**config.mk**
```make
export PLATFORM = sky130hd
export DESIGN_NAME = frame_writer
export DESIGN_NICKNAME = d
export VERILOG_FILES = /design/src/rtl/frame_writer.sv
export SDC_FILE = /design/constraint.sdc
export NUM_CORES = 1
export LEC_CHECK = 0
export BUFFER_PORTS_ARGS = -buffer_cell sky130_fd_sc_hd__buf_2
export CORE_UTILIZATION = 49
export CTS_CLUSTER_DIAMETER = 50
export DETAILED_ROUTE_END_ITERATION = 16
export PLACE_DENSITY_LB_ADDON = 0.15
export SYNTH_ARGS = -nofsm -noshare
export SYNTH_HDL_FRONTEND = slang
export SYNTH_SLANG_ARGS = --single-unit
```
**constraint.sdc**
```tcl
create_clock -name clk -period 4 [get_ports clk]
set_input_delay 0.2 -clock clk [delete_from_list [all_inputs] [get_ports clk]]
set_output_delay 0.2 -clock clk [all_outputs]
set_load 0.02 [all_outputs]
```
**src/rtl/frame_writer.sv**
```systemverilog
// frame_writer: buffers incoming {address,color} pixels in a small FIFO and
// drains them one at a time to a frame memory with a req/ack handshake.
//
// Ports:
//   clk, rst          - single clock, asynchronous active-high reset
//   pix_valid         - address/color valid this cycle
//   address, color    - linear pixel index (x + 640*y) and 3-bit color
//   VGA_ready         - upstream may present pixels (registered-count decode)
//   mem_req           - write request, held with mem_addr/mem_data until ack
//   mem_addr,mem_data - write address/color
//   mem_ack           - memory accepted the current write
//   frame_done        - one-cycle pulse after the last pixel (307199) is written
//   overflow          - sticky: a valid pixel was dropped on a full FIFO
//   bad_addr          - sticky: a valid pixel with address >= 307200 was dropped
//   frame_count       - (only with FRAME_WRITER_FRAME_CNT_EN) frames completed,
//                       16-bit wrapping
//
// Optional feature macro: FRAME_WRITER_FRAME_CNT_EN
module frame_writer #(
    parameter int FIFO_DEPTH   = 8,
    parameter int AFULL_MARGIN = 2
) (
    input  logic        clk,
    input  logic        rst,
    input  logic        pix_valid,
    input  logic [18:0] address,
    input  logic [2:0]  color,
    output logic        VGA_ready,
    output logic        mem_req,
    output logic [18:0] mem_addr,
    output logic [2:0]  mem_data,
    input  logic        mem_ack,
    output logic        frame_done,
    output logic        overflow,
    output logic        bad_addr
`ifdef FRAME_WRITER_FRAME_CNT_EN
    ,
    output logic [15:0] frame_count
`endif
);

    localparam int PW = $clog2(FIFO_DEPTH);
    localparam int CW = PW + 1;
    localparam logic [CW-1:0] DEPTH_C   = CW'(FIFO_DEPTH);
    localparam logic [CW-1:0] READY_MAX = CW'(FIFO_DEPTH - AFULL_MARGIN);
    localparam logic [18:0]   NUM_PIX   = 19'd307200;
    localparam logic [18:0]   LAST_ADDR = 19'd307199;

    typedef enum logic {IDLE, REQ} state_t;

    state_t         state, state_next;
    logic [21:0]    fifo_mem [FIFO_DEPTH];
    logic [PW-1:0]  wptr, rptr;
    logic [CW-1:0]  count;
    logic           addr_ok, full, push, pop;
    logic           load, load_second;
    logic [PW-1:0]  head_idx;
    logic           done_next;

    assign addr_ok   = (address < NUM_PIX);
    assign full      = (count == DEPTH_C);
    // A pop in the same cycle frees the slot, so a full FIFO can still accept.
    assign push      = pix_valid && addr_ok && (!full || pop);
    assign VGA_ready = (count <= READY_MAX);

    // The head entry stays in the FIFO until acknowledged; on ack with more
    // data queued, the entry behind the head is loaded for back-to-back writes.
    always_comb begin
        state_next  = state;
        load        = 1'b0;
        load_second = 1'b0;
        pop         = 1'b0;
        mem_req     = 1'b0;
        case (state)
            IDLE: begin
                if (count != '0) begin
                    state_next = REQ;
                    load       = 1'b1;
                end
            end
            REQ: begin
                mem_req = 1'b1;
                if (mem_ack) begin
                    pop = 1'b1;
                    if (count > CW'(1)) begin
                        load        = 1'b1;
                        load_second = 1'b1;
                    end else begin
                        state_next = IDLE;
                    end
                end
            end
            default: state_next = IDLE;
        endcase
    end

    assign head_idx  = load_second ? (rptr + PW'(1)) : rptr;
    assign done_next = pop && (mem_addr == LAST_ADDR);

    always_ff @(posedge clk or posedge rst) begin
        if (rst) state <= IDLE;
        else     state <= state_next;
    end

    always_ff @(posedge clk) begin
        if (push) fifo_mem[wptr] <= {address, color};
    end

    always_ff @(posedge clk or posedge rst) begin
        if (rst) begin
            wptr       <= '0;
            rptr       <= '0;
            count      <= '0;
            mem_addr   <= '0;
            mem_data   <= '0;
            frame_done <= 1'b0;
            overflow   <= 1'b0;
            bad_addr   <= 1'b0;
        end else begin
            if (push) wptr <= wptr + PW'(1);
            if (pop)  rptr <= rptr + PW'(1);
            case ({push, pop})
                2'b10:   count <= count + CW'(1);
                2'b01:   count <= count - CW'(1);
                default: count <= count;
            endcase
            if (load) {mem_addr, mem_data} <= fifo_mem[head_idx];
            frame_done <= done_next;
            if (pix_valid && !addr_ok)                bad_addr <= 1'b1;
            if (pix_valid && addr_ok && full && !pop) overflow <= 1'b1;
        end
    end

`ifdef FRAME_WRITER_FRAME_CNT_EN
    // Counts on the same edge that raises frame_done.
    always_ff @(posedge clk or posedge rst) begin
        if (rst)            frame_count <= '0;
        else if (done_next) frame_count <= frame_count + 16'd1;
    end
`endif

endmodule

```
==> flow_metrics.py <==
metrics = {
    "run_status": {
        "status": "complete, no violations",
    },
    "sta": {
        "max-slew-margin-rel_pct": 21.3,
        "setup_viol": 0,
        "worst_slack_ps": 895,
        "worst_pin_slew_ps": 1180,
        "post-route-period-util_pct": 77.6,
        "slew_viol_final": 0,
        "rsz0062_at_grt": "false",
        "finalCriticalPeriod_ps": 3100,
        "finalHoldViolations": 0,
        "timing.fmax_mhz": 322,
        "tns_ps": 0,
        "fin_worst_skew_ps": 14.0,
    },
    "critical_path": {
        "rr_startpoint": "count[1]",
        "start_kind": "register",
        "critPathRequiredTime_ps": 4410,
        "cp_max_fo": 16,
        "path_class": "register to register",
        "crit_chain": "inv_1, ha_1, or2_4, a21oi_4, nand2b_1, o22ai_4, a31oi_1, a22o_1",
        "cp_slowest_stage_delay_ps": 600,
        "end_kind": "register",
        "crit_arrival_ps": 3520,
        "cpMaxStageDelayCell": "o22ai_4",
        "critPathLaunch": "count[1]",
    },
    "final_layout": {
        "layout-drive-gt1-share_pct": 25.7,
        "area_growth_pct": 16.7,
        "fin_nets": 726,
        "fin_util_pct": 58.4,
        "instances_no_fill": 947,
        "num_antenna_cells": 0,
    },
    "synthesis": {
        "synthMostInstantiatedCell": "edfxtp_1",
        "yosys_warnings": 0,
        "async_reset_ff_share_pct": 17.0,
        "syn_area_um2": 9390,
        "syn_avg_cell_area_um2": 15.4,
        "synth_top_area_share_pct": 56.3,
        "synth_top_area_cell": "edfxtp_1",
        "ys.flop_type": "edfxtp_1",
        "synth_common_cells": "176 x edfxtp_1, 94 x nand2_1, 44 x mux4_2, 36 x dfrtp_1, 23 x buf_2",
        "yosysUniqueCellTypes": 59,
        "synth_edf_count": 176,
        "synthesis.nets": 642,
        "synth.area.top_cells": "edfxtp_1 56%, mux4_2 11%, dfrtp_1 9.6%",
        "synth_seq_cells": 212,
        "synth_cells": 610,
        "ys_seq_area_share_pct": 65.9,
    },
    "clocking": {
        "numCtsBuffers": 25,
        "cts_sinks": 212,
        "clk_path_buf_depth": 3,
        "cts_max_level": 1,
        "hold_buffers": 20,
        "cts_setup_buffers": 0,
        "cts_tree": "done",
        "root_buffer": "clkbuf_16",
        "cts_resized": 0,
        "cts.reportedPaths.clkPinSlew_ps": 60,
        "insertion_delay_ps": 530,
    },
    "placement": {
        "portBuffers": 52,
        "dp_hpwl_mm": 14.2,
        "place_congestion": 0.804,
        "dpl_worst_slack_ps": 944,
        "dp_cells": 881,
    },
    "global_route": {
        "grt_max_degree": 56,
        "grt_busiest_layer": "met2",
        "met2_usage_pct": 41.0,
        "antenna_found_initial": 0,
        "grtUsageMet3_pct": 3.35,
        "grt_overflow": 0,
        "first_global_vias": 6140,
        "grt_pass1_wl_mm": 35.4,
        "met1_usage_pct": 32.3,
        "grt_util_all_layers_pct": 24.3,
    },
    "pwr": {
        "intPower_mw": 5.57,
        "power.switching_mw": 3.44,
        "p_seq_share_pct": 34.4,
        "p_per_area_nw_per_um2": 822,
        "irDropWorstVdd_mv": 0.382,
        "leakage_nw": 3.83,
        "p_sw_share_pct": 38.2,
        "power_frac_comb_pct": 41.3,
        "pwr-share-clk_pct": 24.3,
        "total_power_mw": 9.01,
    },
    "hold_path": {
        "hold_start": "address[14]",
        "min_path_type": "input pin to register",
    },
    "detailed_routing": {
        "wl_per_cell_um": 24.5,
        "first_iter_violations": 546,
        "drt_wl_total_mm": 23.2,
        "ant_nets": 0,
        "dr.pass1.iters": 5,
        "drc_errors": 0,
        "vias_per_cell": 6.35,
        "dr_total_vias": 6010,
    },
    "die": {
        "io_pins": 53,
        "die_x_um": 140,
        "die-height_um": 140,
        "die_area_um2": 19700,
        "start_util_pct": 50.0,
        "rows": 50,
        "core_area_um2": 18800,
    },
    "run": {
        "maxCapViolations": 0,
    },
}
-- area by class of cell --
cell class / count / area, µm²
Inverter: 6 / 22.5
Sequential cell: 212 / 6190
Clock inverter: 12 / 125
Multi-Input combinational cell: 354 / 3030
Timing Repair Buffer: 95 / 633
Clock buffer: 34 / 669
Tap cell: 234 / 293
Fill cell: 1435 / 7800
-- state kept, by name (all words and copies together) (netlist names) --
signal / flops
frame_done: 1
mem_addr: 19
mem_data: 3
wptr: 3
state: 1
bad_addr: 1
overflow: 1
rptr: 3
fifo_mem: 176
count: 4
-- cell usage in the layout, fill, tap and decap left out, drive strengths merged, types with 3 or more instances in the layout --
cell	count
dlygate4sd3	20
edfxtp	176
a22o	17
nand2b	7
clkinv	6
o22ai	18
clkinvlp	3
clkbuf	34
nand4	3
ha	6
a31oi	21
o221ai	14
a21o	4
a21oi	12
o21ai	22
buf	75
nand2	96
nand3	5
nor2b	3
nor2	14
a221o	3
mux4	44
dfrtp	36
inv	7
a32oi	15
nor3	4
mux2i	11
xnor2	8
-- per-layer routing --
metal | share of wire [%] | vias up | routed length [µm]
met5 | 0 | - | 0
met4 | 2.9 | 0 | 673
met3 | 7.1 | 60 | 1640
met2 | 49 | 285 | 11400
met1 | 41 | 3059 | 9460
li1 | - | 2606 | -
-- worst max-delay path: cells and delay by family, from the launching register on --
family                   cells  cell delay (ps)
AO/OA/AOI/OAI                4             1490
adder cells (fa/ha/maj)      1              240
buffers and inverters        1              100
flip-flops                   1              470
AND/OR/NAND/NOR              2              680
-- worst paths after layout --
check	endpoint	slack (ps)	cells past startpoint
worst min-delay path	fifo_mem[5][17]	5	1
worst max-delay path	mem_addr[8]	900	8
max in group asynchronous	rptr[1]	3010	4
worst min register to register	bad_addr	450	1
min in group asynchronous	count[3]	220	3
worst max register to register	mem_addr[8]	900	8
-- per-stage QoR --
| stage | instance area [µm²] | hold slack [ps] |
|---|---|---|
| floorplan | 9400 | 299 |
| global placement | 9970 | 208 |
| detailed placement | 9970 | 218 |
| CTS | 11000 | 2.56 |
| global route | 11000 | 17.4 |
| finish | 11000 | 4.52 |
-- power groups by stage --
stage	Clock [mW]	Sequential [mW]	Combinational [mW]
after floorplan	0	3.11	2.69
after global placement	0	3.12	3.61
after detailed placement	0	3.14	3.69
after CTS	2.22	3.10	3.72
after global routing	2.30	3.13	4.02
final	2.19	3.10	3.72
-- cells by family (layout without fill, tap and decap cells) --
kind of cell,count (synthesis),after routing,share of synthesized area [%]
and+or+nand+nor,148,148,7.18
AOI/OAI and AO/OA,134,134,10.6
adders and majority gates,6,6,0.799
xor gates and xnor gates,10,10,1.21
buffers and inverters,44,147,2.50
DFF,212,212,65.9
muxes,56,56,11.8
No activity file was read; power rests on OpenSTA's default activity.
